File: src/rtl/vga_scan_timing.sv
`timescale 1ns/1ps
`default_nettype none
// +----------------------------------------------------------------------------+
// | Module      : vga_scan_timing                                              |
// | Description : Raster scan generator for the sprite renderer. Produces      |
// |               line/column coordinates, VGA syncs, active-video flag and    |
// |               a per-frame tick, and gates the returned renderer pixel      |
// |               onto the RGB channels. Default timing is 640x480 @ 60 Hz.    |
// | Options     : VGA_SYNC_ALIGN_EN - delay hsync/vsync/video_on by one pclk   |
// |               so they line up with the renderer's registered pixel.        |
// | Revision    : 1.0 - initial release                                        |
// +----------------------------------------------------------------------------+
module vga_scan_timing #(
  parameter int H_VISIBLE = 640,
  parameter int H_FRONT   = 16,
  parameter int H_SYNC    = 96,
  parameter int H_BACK    = 48,
  parameter int V_VISIBLE = 480,
  parameter int V_FRONT   = 10,
  parameter int V_SYNC    = 2,
  parameter int V_BACK    = 33,
  parameter bit SYNC_POL  = 1'b0,
  parameter int COLOR_W   = 4
) (
  input  logic               pclk,
  input  logic               rst,
  input  logic               pixel_in,
  output logic [9:0]         x,
  output logic [9:0]         y,
  output logic               hsync,
  output logic               vsync,
  output logic               video_on,
  output logic               frame_tick,
  output logic [COLOR_W-1:0] vga_r,
  output logic [COLOR_W-1:0] vga_g,
  output logic [COLOR_W-1:0] vga_b
);

  localparam int         c_h_total  = H_VISIBLE + H_FRONT + H_SYNC + H_BACK;
  localparam int         c_v_total  = V_VISIBLE + V_FRONT + V_SYNC + V_BACK;
  localparam logic [9:0] c_h_last   = 10'(c_h_total - 1);
  localparam logic [9:0] c_v_last   = 10'(c_v_total - 1);
  localparam logic [9:0] c_h_vis    = 10'(H_VISIBLE);
  localparam logic [9:0] c_v_vis    = 10'(V_VISIBLE);
  localparam logic [9:0] c_hs_start = 10'(H_VISIBLE + H_FRONT);
  localparam logic [9:0] c_hs_end   = 10'(H_VISIBLE + H_FRONT + H_SYNC - 1);
  localparam logic [9:0] c_vs_start = 10'(V_VISIBLE + V_FRONT);
  localparam logic [9:0] c_vs_end   = 10'(V_VISIBLE + V_FRONT + V_SYNC - 1);
  localparam logic       c_sync_on  = SYNC_POL;
  localparam logic       c_sync_off = ~SYNC_POL;

  logic [9:0] r_hc;
  logic [9:0] r_vc;
  logic [9:0] r_x;
  logic [9:0] r_y;
  logic       r_hsync;
  logic       r_vsync;
  logic       r_video_on;
  logic       r_frame_tick;
  logic       w_h_last;
  logic       w_v_last;
  logic       w_video_on_g;
  logic       w_pix_on;

  assign w_h_last = (r_hc == c_h_last);
  assign w_v_last = (r_vc == c_v_last);

  // Column counter runs every pclk; line counter advances when the column wraps.
  always_ff @(posedge pclk or posedge rst) begin
    if (rst) begin
      r_hc <= 10'd0;
      r_vc <= 10'd0;
    end else if (w_h_last) begin
      r_hc <= 10'd0;
      r_vc <= w_v_last ? 10'd0 : r_vc + 10'd1;
    end else begin
      r_hc <= r_hc + 10'd1;
    end
  end

  // Output stage: every timing output is decoded from the same counter value, so all stay aligned.
  always_ff @(posedge pclk or posedge rst) begin
    if (rst) begin
      r_x          <= 10'd0;
      r_y          <= 10'd0;
      r_hsync      <= c_sync_off;
      r_vsync      <= c_sync_off;
      r_video_on   <= 1'b0;
      r_frame_tick <= 1'b0;
    end else begin
      r_x          <= r_vc;
      r_y          <= r_hc;
      r_hsync      <= (r_hc >= c_hs_start && r_hc <= c_hs_end) ? c_sync_on : c_sync_off;
      r_vsync      <= (r_vc >= c_vs_start && r_vc <= c_vs_end) ? c_sync_on : c_sync_off;
      r_video_on   <= (r_hc < c_h_vis) && (r_vc < c_v_vis);
      r_frame_tick <= w_h_last && w_v_last;
    end
  end

  assign x          = r_x;
  assign y          = r_y;
  assign frame_tick = r_frame_tick;

`ifdef VGA_SYNC_ALIGN_EN
  logic r_hsync_d;
  logic r_vsync_d;
  logic r_video_on_d;

  // Extra stage so syncs and blanking match the renderer's one-pclk pixel latency.
  always_ff @(posedge pclk or posedge rst) begin
    if (rst) begin
      r_hsync_d    <= c_sync_off;
      r_vsync_d    <= c_sync_off;
      r_video_on_d <= 1'b0;
    end else begin
      r_hsync_d    <= r_hsync;
      r_vsync_d    <= r_vsync;
      r_video_on_d <= r_video_on;
    end
  end

  assign hsync        = r_hsync_d;
  assign vsync        = r_vsync_d;
  assign video_on     = r_video_on_d;
  assign w_video_on_g = r_video_on_d;
`else
  // Without the align stage the colour trails the syncs by one column (bring-up only).
  assign hsync        = r_hsync;
  assign vsync        = r_vsync;
  assign video_on     = r_video_on;
  assign w_video_on_g = r_video_on;
`endif

  // Blanking gate: the renderer pixel only reaches the DAC inside the visible window.
  assign w_pix_on = pixel_in & w_video_on_g;
  assign vga_r    = {COLOR_W{w_pix_on}};
  assign vga_g    = {COLOR_W{w_pix_on}};
  assign vga_b    = {COLOR_W{w_pix_on}};

endmodule
`default_nettype wire

File: config.mk
export PLATFORM = sky130hd
export DESIGN_NAME = vga_scan_timing
export DESIGN_NICKNAME = d
export VERILOG_FILES = /design/src/rtl/vga_scan_timing.sv
export SDC_FILE = /design/constraint.sdc
export NUM_CORES = 1
export LEC_CHECK = 0
export ABC_AREA = 1
export CELL_PAD_IN_SITES_DETAIL_PLACEMENT = 1
export CELL_PAD_IN_SITES_GLOBAL_PLACEMENT = 1
export CORE_ASPECT_RATIO = 0.5
export CORE_UTILIZATION = 40
export CTS_BUF_LIST = sky130_fd_sc_hd__clkbuf_4 sky130_fd_sc_hd__clkbuf_8
export DETAILED_ROUTE_END_ITERATION = 8
export PLACE_DENSITY_LB_ADDON = 0.1
export SYNTH_ARGS = -nofsm -noshare
export SYNTH_HDL_FRONTEND = slang
export SYNTH_SLANG_ARGS = --single-unit
export TNS_END_PERCENT = 30
File: constraint.sdc
create_clock -name pclk -period 1.8 [get_ports pclk]
set_input_delay 0.36 -clock pclk [delete_from_list [all_inputs] [get_ports pclk]]
set_output_delay 0.36 -clock pclk [all_outputs]
set_load 0.1 [all_outputs]
==> results of run 1 <==
-- per-stage QoR --
step	power (mW)	area (um2)	cells
6_report	1.86	2790	298
5_1_grt	1.92	2790	298
4_1_cts	1.88	2780	297
3_5_place_dp	1.22	2680	289
3_3_place_gp	1.21	2680	289
2_1_floorplan	1.15	1920	195
-- power groups by stage --
stage | clock network [mW] | logic (mW) | registers, mW
floorplan | 0 | 0.143 | 1.01
CTS | 0.678 | 0.211 | 0.988
global placement | 0 | 0.207 | 1.01
global route | 0.713 | 0.216 | 0.988
finish | 0.664 | 0.208 | 0.988
detailed placement | 0 | 0.211 | 1.01
-- logic make-up (layout without fill, tap and decap cells) --
group / Yosys count / in the layout / synth area share (%)
adders and majority gates: 5 / 5 / 3.26
DFF: 44 / 44 / 57.6
and+or+nand+nor: 82 / 82 / 20.2
xor gates and xnor gates: 8 / 8 / 3.66
AOI/OAI and AO/OA: 14 / 14 / 4.18
buffers and inverters: 42 / 79 / 11.2
-- layer usage --
metal,part of all wire [%],track usage [%],routed length [um],vias to the layer above
met5,0,0,0,-
met2,51,36.1,2320,37
met4,0.83,6.62,38,0
met1,44,23.1,2000,736
met3,4.7,5.47,214,6
li1,-,-,-,674
-- how the worst max path moves through the flow --
stage	from	end	slack, ns	cells past startpoint
final	pixel_in	vga_r[2]	0.06	5
after global routing	r_hc[1]$_DFF_PP0_	r_vc[7]$_DFFE_PP0N_	0.002	7
after CTS	r_vc[0]$_DFFE_PP0N_	r_vc[3]$_DFFE_PP0N_	0.04	7
after detailed placement	pixel_in	vga_r[2]	0.05	5
after global placement	pixel_in	vga_g[2]	0.11	5
after floorplan	video_on$_DFF_PP0_	vga_b[0]	0.13	3
-- layout make-up --
| cell class | instances | area (um2) |
|---|---|---|
| Fill cell | 488 | 1720 |
| Multi-Input combinational cell | 109 | 602 |
| Sequential cell | 44 | 1100 |
| Timing Repair Buffer | 42 | 796 |
| Inverter | 29 | 109 |
| Clock buffer | 8 | 97.6 |
| Tap cell | 66 | 82.6 |
-- what timing repair did --
item	CTS	global route
hold buffers	0	0
gates resized for setup	0	1
buffers inserted	0	1
endpoints found under the setup margin	0	9
-- sequential cells by signal, indices dropped and copies added, names as in the netlist --
signal and flops:
r_hc 10, vsync 1, hsync 1, frame_tick 1, video_on 1, x 10, y 10, r_vc 10
-- synthesized netlist by cell type (all sizes together) --
| master | n | share of area, % |
|---|---|---|
| o2111ai | 1 | 0.46 |
| nand4 | 7 | 2.3 |
| a211oi | 1 | 0.39 |
| nor2 | 21 | 5.1 |
| ha | 5 | 3.3 |
| xnor2 | 2 | 0.91 |
| nand2 | 34 | 6.8 |
| inv | 29 | 5.7 |
| nand3 | 9 | 2.9 |
| nand3b | 1 | 0.39 |
| dfstp | 2 | 2.7 |
| o21ai | 10 | 2.8 |
| buf | 13 | 5.5 |
| xor2 | 6 | 2.7 |
| nor4 | 2 | 0.65 |
| dfrtp | 42 | 55 |
| nor3 | 8 | 2.1 |
| a21oi | 2 | 0.52 |
-- worst max-delay path, stage by stage --
cell and delay [ns]:
clkdlybuf4s50_1 0.47, nand2_1 0.06, inv_1 0.09, buf_12 0.19, buf_12 0.19
==> impl_metrics.env, run 1 <==
export IMPL_finalWorstSetupSlack_ns=0.0583
export IMPL_comb_power_share_pct=11.2
export IMPL_dp_worst_setup_slack_ns=0.0494
export IMPL_final_hold_worst_slack_ns=0.330
export IMPL_share_clk_of_total_power_pct=35.7
export IMPL_grt_first_pass_wirelength_um=7550
export IMPL_leading_cell_type_in_the_layout_fill_and_taps_excluded="dfrtp_1"
export IMPL_finalSetupTns_ns=0
export IMPL_drt_pre_antenna_iters=4
export IMPL_worstHoldPathType="input port to async pin"
export IMPL_yosys_register_bits=44
export IMPL_io_pin_count=39
export IMPL_post_synthesis_mean_instance_area_um2=9.83
export IMPL_fin_util_pct=61.9
export IMPL_post_drt_via_cell_ratio=4.88
export IMPL_power_internal_mw=1.40
export IMPL_maxSlewHeadroom_pct=67.0
export IMPL_cellPowerDensity_mw_per_mm2=666
export IMPL_die_x_um=99.9
export IMPL_cts_tree="yes"
export IMPL_ys_warnings_count=0
export IMPL_core_area_mm2=0.00451
export IMPL_hpwl_um=3280
export IMPL_synth_cell_area_mm2=0.00192
export IMPL_antenna_diode_count=0
export IMPL_critPathLaunchType="input port"
export IMPL_final_cell_mix="dfrtp_1 (41), buf_12 (38), nand2_1 (33), inv_1 (28), nor2_1 (19)"
export IMPL_sequential_group_share_of_total_power_pct=53.1
export IMPL_timing_final_crit_share_pct=96.8
export IMPL_wl_per_cell_um=15.3
export IMPL_cts_root_buf="clkbuf_8"
export IMPL_layout_min_cycle_time_ns=1.74
export IMPL_post_synth_inst_count=195
export IMPL_dieArea_mm2=0.00509
export IMPL_timing_reg2reg_worst_path_depth=7
export IMPL_syn_nets=203
export IMPL_final_layout_size_suffix_gt1_share_pct=25.0
export IMPL_switching_power_mw=0.463
export IMPL_track_usage_pct=19.9
export IMPL_clk_transition_reported_paths_ns=0.08
export IMPL_number_of_port_buffers=38
export IMPL_grt_setup_unrepaired="no"
export IMPL_placement_rows=17
export IMPL_endpoint_kind="primary output"
export IMPL_finalHoldViolations=0
export IMPL_static_leakage_power_nw=1.32
export IMPL_grt_start_max_net_pins=33
export IMPL_worstSkewPairLatency_ns=0.29
export IMPL_timing_setup_critical_path_class="input port to primary output"
export IMPL_fmax_mhz=574
export IMPL_routed_wl_um=4570
export IMPL_gp_congestion=0.905
export IMPL_switching_share_pct=24.9
export IMPL_max_cap_violations=0
export IMPL_worst_clock_skew_ns=0.00465
export IMPL_first_global_vias=1540
export IMPL_worst_ep_arrival_time_ns=1.38
export IMPL_terminus_of_the_critical_flop_to_flop_path="r_vc[7]$_DFFE_PP0N_"
export IMPL_route_detailed_drc=0
export IMPL_synth_lib_cells_used_distinct=24
export IMPL_first_iter_violations=24
export IMPL_die_y_um=51.0
export IMPL_antenna_violating_nets_post_route=0
export IMPL_status="completed"
export IMPL_tritoncts_num_buffers=5
export IMPL_finalNetCount=239
export IMPL_vias=1453
export IMPL_cp_max_fo=12
export IMPL_initial_antenna_violation_count=0
export IMPL_tightestPinTransition_ns=0.492
export IMPL_h_tree_depth=2
export IMPL_grt_overflow_total=0
export IMPL_syn2layout_area_growth_pct=45.6
export IMPL_initial_core_util_pct=42.5
export IMPL_timing_rr_start="r_hc[1]$_DFF_PP0_"
export IMPL_ff2ff_setup_slack_ns=0.11
export IMPL_cts_root_to_sink_buffers=2
export IMPL_timing_final_setup_violations=0
export IMPL_crit_required_ns=1.44
export IMPL_numClockSinks=44
export IMPL_vdd_drop_max_mv=0.289
export IMPL_timing_final_max_slew_violations=0
export IMPL_synth_seq_area_share_pct=57.6
Power figures use the tool's default switching activity.
==> inputs of run 2 (changes only) <==
--- a/config.mk
+++ b/config.mk
@@ -13,6 +13,7 @@
 export CTS_BUF_LIST = sky130_fd_sc_hd__clkbuf_4 sky130_fd_sc_hd__clkbuf_8
 export DETAILED_ROUTE_END_ITERATION = 8
 export PLACE_DENSITY_LB_ADDON = 0.1
+export SLEW_MARGIN = 0
 export SYNTH_ARGS = -nofsm -noshare
 export SYNTH_HDL_FRONTEND = slang
 export SYNTH_SLANG_ARGS = --single-unit
==> results of run 2 <==
The final DEF is identical to that of run 1; final timing and power are the same.
==> inputs of run 3 (changes only) <==
--- a/config.mk
+++ b/config.mk
@@ -6,6 +6,7 @@
 export NUM_CORES = 1
 export LEC_CHECK = 0
 export ABC_AREA = 1
+export CAP_MARGIN = 10
 export CELL_PAD_IN_SITES_DETAIL_PLACEMENT = 1
 export CELL_PAD_IN_SITES_GLOBAL_PLACEMENT = 1
 export CORE_ASPECT_RATIO = 0.5
==> results of run 3 <==
The final DEF is identical to that of run 1; final timing and power are the same.
